### src/rtl/loop_iter_ctrl_group.sv
// Nested-loop iteration controller. Holds per-group trip-count tables written
// by the decoder and, once started, steps through the selected loop nest one
// innermost iteration per non-stalled cycle, emitting the iter_done wrap vector.
module loop_iter_ctrl_group #(
    parameter int LOOP_ID_W     = 5,
    parameter int GROUP_ID_W    = 2,
    parameter int ITER_W        = 16,
    parameter int GROUP_ENABLED = 1
) (
    input  logic                      i_clk,
    input  logic                      i_rst_n,
    input  logic                      i_cfg_loop_iter_v,
    input  logic [ITER_W-1:0]         i_cfg_loop_iter,
    input  logic [GROUP_ID_W-1:0]     i_cfg_loop_group_id,
    input  logic                      i_block_done,
    input  logic                      i_start,
    input  logic [GROUP_ID_W-1:0]     i_start_group_id,
    input  logic                      i_stall,
    output logic [(1<<LOOP_ID_W):0]   o_iter_done,
    output logic [GROUP_ID_W-1:0]     o_loop_group_id,
    output logic                      o_busy,
    output logic                      o_nest_done
);
    localparam int NUM_MAX_LOOPS = 1 << LOOP_ID_W;
    // With groups disabled only one table exists and every id folds to 0.
    localparam int NUM_TBL       = (GROUP_ENABLED != 0) ? (1 << GROUP_ID_W) : 1;

    typedef enum logic {IDLE, RUN} state_t;

    state_t                  r_state;
    logic [GROUP_ID_W-1:0]   r_grp;
    logic                    r_nest_done;
    logic [ITER_W-1:0]       r_tbl  [NUM_TBL][NUM_MAX_LOOPS];
    logic [LOOP_ID_W-1:0]    r_wptr [NUM_TBL];
    logic [ITER_W-1:0]       r_cnt  [NUM_MAX_LOOPS];

    logic                    w_busy;
    logic                    w_step;
    logic [GROUP_ID_W-1:0]   w_cfg_g;
    logic [GROUP_ID_W-1:0]   w_start_g;
    logic [NUM_MAX_LOOPS-1:0] w_last;
    logic [NUM_MAX_LOOPS:0]  w_iter_done;

    assign w_busy    = (r_state == RUN);
    assign w_step    = w_busy & ~i_stall;
    assign w_cfg_g   = (GROUP_ENABLED != 0) ? i_cfg_loop_group_id : '0;
    assign w_start_g = (GROUP_ENABLED != 0) ? i_start_group_id : '0;

    // Wrap vector: bit k is set when every loop at or inside k is on its last trip.
    always_comb begin
        w_last      = '0;
        w_iter_done = '0;
        for (int i = 0; i < NUM_MAX_LOOPS; i++)
            w_last[i] = (r_cnt[i] == r_tbl[r_grp][i]);
        w_iter_done[NUM_MAX_LOOPS] = w_step;
        for (int k = NUM_MAX_LOOPS - 1; k >= 0; k--)
            w_iter_done[k] = w_iter_done[k+1] & w_last[k];
    end

    // Trip-count tables: block_done clears (idle only); the running group's table is frozen.
    always_ff @(posedge i_clk or negedge i_rst_n) begin
        if (!i_rst_n) begin
            for (int g = 0; g < NUM_TBL; g++) begin
                r_wptr[g] <= '0;
                for (int i = 0; i < NUM_MAX_LOOPS; i++)
                    r_tbl[g][i] <= '0;
            end
        end else if (i_block_done && !w_busy) begin
            for (int g = 0; g < NUM_TBL; g++) begin
                r_wptr[g] <= '0;
                for (int i = 0; i < NUM_MAX_LOOPS; i++)
                    r_tbl[g][i] <= '0;
            end
        end else if (i_cfg_loop_iter_v && !(w_busy && (w_cfg_g == r_grp))) begin
            r_tbl[w_cfg_g][r_wptr[w_cfg_g]] <= i_cfg_loop_iter;
            r_wptr[w_cfg_g]                 <= r_wptr[w_cfg_g] + LOOP_ID_W'(1);
        end
    end

    // Sequencer: IDLE/RUN state, active group, loop counters and completion pulse.
    always_ff @(posedge i_clk or negedge i_rst_n) begin
        if (!i_rst_n) begin
            r_state     <= IDLE;
            r_grp       <= '0;
            r_nest_done <= 1'b0;
            for (int i = 0; i < NUM_MAX_LOOPS; i++)
                r_cnt[i] <= '0;
        end else begin
            r_nest_done <= 1'b0;
            case (r_state)
                IDLE: begin
                    if (i_start) begin
                        r_state <= RUN;
                        r_grp   <= w_start_g;
                        for (int i = 0; i < NUM_MAX_LOOPS; i++)
                            r_cnt[i] <= '0;
                    end
                end
                RUN: begin
                    // A counter advances only when all loops inside it wrap this step.
                    for (int i = 0; i < NUM_MAX_LOOPS; i++)
                        if (w_iter_done[i+1])
                            r_cnt[i] <= w_last[i] ? '0 : r_cnt[i] + ITER_W'(1);
                    if (w_iter_done[0]) begin
                        r_state     <= IDLE;
                        r_nest_done <= 1'b1;
                    end
                end
                default: r_state <= IDLE;
            endcase
        end
    end

    assign o_iter_done     = w_iter_done;
    assign o_loop_group_id = r_grp;
    assign o_busy          = w_busy;
    assign o_nest_done     = r_nest_done;

endmodule
### config.mk
export PLATFORM = sky130hd
export DESIGN_NAME = loop_iter_ctrl_group
export DESIGN_NICKNAME = d
export VERILOG_FILES = /design/src/rtl/loop_iter_ctrl_group.sv
export SDC_FILE = /design/constraint.sdc
export NUM_CORES = 2
export LEC_CHECK = 0
export CORE_MARGIN = 5
export CORE_UTILIZATION = 60
export DETAILED_ROUTE_END_ITERATION = 10
export PLACE_DENSITY_LB_ADDON = 0.1
export SLEW_MARGIN = 30
export SYNTH_ARGS = -nofsm -noshare
export SYNTH_HDL_FRONTEND = slang
export SYNTH_SLANG_ARGS = --single-unit
### constraint.sdc
create_clock -name i_clk -period 5.5 [get_ports i_clk]
set_input_delay 1.1 -clock i_clk [delete_from_list [all_inputs] [get_ports i_clk]]
set_output_delay 1.1 -clock i_clk [all_outputs]
set_load 0.01 [all_outputs]
## Word level (Yosys, flattened, before mapping)

Cells that the tools add are included.

- Register bits after elaboration: 2,584
- Input port bits: 26

- $add $sub $neg: 33
- $lt $le $gt $ge: 5
- Eq/ne operators: 66
- Mux-type cells: 89
- Bitwise operators: 38
- Reductions and logical operators: 41

Operators by type and width:

| kind | number |
|---|---|
| 2048-bit 2-to-1 mux | 2 |
| 2048-bit bitwise mux | 1 |
| 512-bit 2-to-1 mux | 4 |
| 16-bit 2-to-1 mux | 65 |
| 512-bit binary-select mux with 2-bit select | 1 |
| 512-bit demux with 2-bit select | 1 |
| 512-bit one-hot mux with 2 select lines | 1 |
| 16-bit by 1-bit adder with 16-bit output (second input constant) | 32 |
| 16-bit equality test | 32 |
| 16-bit demux with 5-bit select | 1 |
| 2-bit AND reduction | 33 |
| 2-bit inequality test (second input constant) | 32 |
| 20-bit 2-to-1 mux | 2 |
| 1-bit bitwise AND | 33 |
| 20-bit bitwise mux | 1 |
| 5-bit 2-to-1 mux | 3 |
| 5-bit binary-select mux with 2-bit select | 1 |
| 5-bit demux with 2-bit select | 1 |
| 3-bit >= comparator (second input constant) | 2 |
| 6-bit >= comparator (second input constant) | 1 |
| 6-bit by 1-bit < comparator with 1-bit output (second input constant) | 1 |
| 2-bit inverter with 3-bit output | 2 |
| 5-bit inverter with 6-bit output | 1 |
| 5-bit by 1-bit adder with 5-bit output (second input constant) | 1 |
| 9 further kinds | 18 |

## Depth between registers and ports, before layout

- Depth in word-level cells: 39
- Mapped depth: 19
- Depth with buffers taken out: 11

## Least setup slack after synthesis

No wires, ideal clock.

- Path type: register to output
- From: reg r_grp[1], in the netlist o_loop_group_id[1]
- To: out o_iter_done[0]
- Arrival: 4,041 ps
- Slack: 359 ps
- Cell stages (with the launch flop): 16
- Cells stage by stage: dfrtp_1 -> buf_4 -> buf_4 -> buf_6 -> buf_2 -> clkbuf_1 -> buf_1 -> mux4_2 -> xnor2_1 -> nand4_1 -> nor4_1 -> nand4_1 -> nor4_1 -> buf_2 -> nand3_1 -> nor3b_1

- Cells in the longest elaborated chain, start to end: 37
- Elaborated cells between the ends (all ways): 68
- Those cells by class: eq/ne: 32; mux: 3; bitwise: 33

Ends and longest elaborated chain:

| element | RTL line | text |
|---|---|---|
| start, declared | 31 | `logic [GROUP_ID_W-1:0] r_grp;` |
| start signal, assigned | 94 | `r_grp <= w_start_g;` |
| 2-bit inverter with 3-bit output (implied by the code) (*) | 54 | `w_last[i] = (r_cnt[i] == r_tbl[r_grp][i]);` |
| 512-bit binary-select mux with 2-bit select (*) | 54 |  |
| 512-bit 2-to-1 mux (implied by the code) (*) (2 in series) | 54 |  |
| 16-bit equality test | 54 |  |
| 1-bit bitwise AND (31 in series) | 57 | `w_iter_done[k] = w_iter_done[k+1] & w_last[k];` |
| 1-bit bitwise AND (*) | 57 |  |
| end, declared | 19 | `output logic [(1<<LOOP_ID_W):0] o_iter_done,` |

Mark *: on every way between the ends. The rest lies on a longest branch, timed or not. The select of a mux whose other input is x is not followed.

## Final worst setup path

- From: reg r_grp[0], in the netlist o_loop_group_id[0]
- To: out o_iter_done[0]

Same word-level chain as after synthesis.

==> results.md <==
- Status: finished, violations left
- Failing checks: negative setup slack
- GPL Wtd Cong: approximately 0.90
- Pin count of the biggest net entering global routing: about 240
- Post-synth top cells: nand2_1, dfrtp_1, a21oi_1, clkbuf_1, xnor2_1
- Post-synth ARST share: 1.00
- Final Hold Viols: 0
- CTS buffer count: approximately 290
- Final hold slack: 0.142 ns
- Metal-1 WL: 158 mm
- Seq cells post-synth: 2584
- Fin crit period: 5.96 ns
- Ports: between 60 and 70
- Leak: around 63 nW
- Die span in x: between 400 and 500 um
- Global route total overflow: 0
- Final WS setup: -0.457 ns
- CP Launch Type: flop
- Worst-path clk slew: ~0.060 ns
- First-pass DRT Iterations: 6
- Max_slew headroom: 0.283
- Hold Buf Count CTS: 0
- Final period utilization: 1.08
- Number of max-cap violations: 0
- Share of cells above drive strength 1: 0.139
- PortBufs: between 60 and 70
- Number of global-route vias before repair: 103k
- Routed WL per cell: approximately 25 um
- Layout Nets: between 10k and 15k
- Area Overhead vs Synth: 12.8%
- EDFF count, synth: 0
- Final setup vio count: 26
- Worst-Margin Slew: roughly 1.1 ns
- Kind of critical path: reg2out
- Clock buffer depth: 4
- Die Footprint: 223000 sq um
- Syn Std Cell Area: approximately 130000 sq um
- Initial DRC Count: approximately 13k
- Hold Path Class: in2async
- DR WL met3: 41.7 mm
- Final core occ: 0.681
- TNS Setup: -7.30 ns
- FMAX: around 170 MHz
- Antenna violations before repair: 19
- First-pass GRT wire length: between 600 and 700 mm
- DRC Markers: 0
- # H-tree levels: 5
- Peak supply drop: roughly 0.38 mV
- CP endpoint kind: primary output
- CTS Root Cell: clkbuf_16
- Synth area leader: dfrtp_1
- Top sig layer: met5
- Sequential share of the synthesized area: 0.505
- Core Region: about 210000 sq um
- Worst-path fanout max: 6
- Post-Route WL: 409 mm
- Synth Warn #: 0
- Multi-input gate area: between 50000 and 60000 sq um
- Total GRT Usage: 0.362
- Routed vias/inst: ~6.4
- Synth top area cells: dfrtp_1, nand2_1, mux4_2, a21oi_1, xnor2_1
- Yosys top cell area share: 0.505
- Post-synth top flop: dfrtp_1
- CTS tree: built
- Mean Syn Cell Area: a little under 10 sq um
- Via count: 106k
- Worst Path Required: 4.40 ns
- Die span in y: 472 um
- Clk Latency, worst-skew pair: between 0.9 and 1 ns
- Clock Sinks: between 2k and 3k
- Fill cells: 16.1k
- Total design power: 59.3 mW
- FP Rows: 169
- Post-synthesis cell type count: 84
- Syn Inst Count: about 13k
- Most numerous cell in the Yosys netlist: nand2_1
- DRT antenna net count: 0
- Post-synthesis net count: around 13k
- Final number of max-transition violations: 0
- Starting Density: 0.603
- Setup slack at placement: -0.398 ns
- RSZ-0062 raised after global routing: true
- Crit path DAT: slightly below 5 ns
- Fin Clk Skew: around 0.067 ns
- PwrDens: a little over 400 nW/um^2
- Detailed Place HPWL: about 250 mm
- Register area: ~65000 sq um
- WL met2: roughly 190 mm
[kinds of logic (layout without fill, tap and decap cells)]
logic type | count (synthesis) | count (layout) | share of synthesized area
flops | 2584 | 2584 | 0.505
other cells | 0 | 14 | 0
compound gates | 2794 | 2794 | 0.122
mux | 702 | 702 | 0.106
simple gates | 5605 | 5605 | 0.190
fa+ha+maj | 36 | 36 | 0.00352
buf+inv | 1057 | 1239 | 0.0357
xor+xnor | 567 | 567 | 0.0388
[timing repair]
action	CTS	global route
buffers inserted	52	37
setup endpoints to repair	31	30
resized for setup	266	57
pin swaps	46	34
endpoints found under the hold margin	0	0
cloned	10	1
[power breakdown]
group	internal, mW	leakage (nW)	switching (mW)
clock	12.0	4.78	7.98
combinational	6.31	23.2	7.51
sequential	23.0	35.3	2.44
[cell type report]
class | instances | share of cell area
Inverter | 64 | 0.00180
Tap cell | 2821 | 0.0244
Timing Repair Buffer | 668 | 0.0473
Clock inverter | 79 | 0.00756
Clock buffer | 428 | 0.0593
Antenna cell | 14 | 0.000242
Multi-Input combinational cell | 9704 | 0.412
Sequential cell | 2584 | 0.447
[final timing paths]
check                                      end                from  slack, ns  cells after the start
worst max-delay path            o_iter_done[0]  o_loop_group_id[0]      -0.46                     16
worst min-delay path                r_cnt[132]             i_rst_n       0.14                      1
worst max register to register      r_cnt[259]  o_loop_group_id[0]       0.52                     20
worst min register to register     r_tbl[1693]         r_tbl[1693]       0.47                      2
max in group asynchronous           r_cnt[404]             i_rst_n       3.75                      3
min in group i_clk                 r_tbl[1693]         r_tbl[1693]       0.47                      2
[through the flow]
step	cells	cell area, sq um
after floorplan	13300	128000
after global placement	15800	133000
after detailed placement	15800	133000
after CTS	16300	144000
after global routing	16400	145000
final	16400	145000
[per-layer routing]
| layer | global-route usage | up-vias |
|---|---|---|
| li1 | - | 45800 |
| met1 | 0.491 | 53000 |
| met2 | 0.550 | 5547 |
| met3 | 0.0851 | 1166 |
| met4 | 0.186 | 10 |
| met5 | 0.00149 | - |
[state kept, by name (all words and copies together), names as in the netlist]
register         count
o_nest_done          1
o_busy               1
o_loop_group_id      2
r_cnt              512
r_wptr              20
r_tbl             2048
[worst max-delay path, stage by stage, from the launching register on]
cell and delay, ns:
dfrtp_4 0.51, buf_12 0.16, buf_8 0.13, buf_12 0.13
buf_8 0.12, mux4_2 0.45, xnor2_2 0.19, nand4_1 0.18
nor4_2 0.32, buf_4 0.18, nor4b_4 0.22, buf_6 0.19
and3_4 0.28, nand3_4 0.16, buf_12 0.19, nor3b_4 0.29
buf_2 0.19
[cells in the final DEF (no fill, tap or decap), types with 218 or more instances in the layout]
cell	count
nand2_1	3898
dfrtp_1	2582
a21oi_1	1731
xnor2_1	478
mux4_2	466
buf_4	459
o21ai_0	422
nor2_1	349
clkbuf_16	301
nand3_1	293
and3_1	218
(Power assumes the default switching activity.)
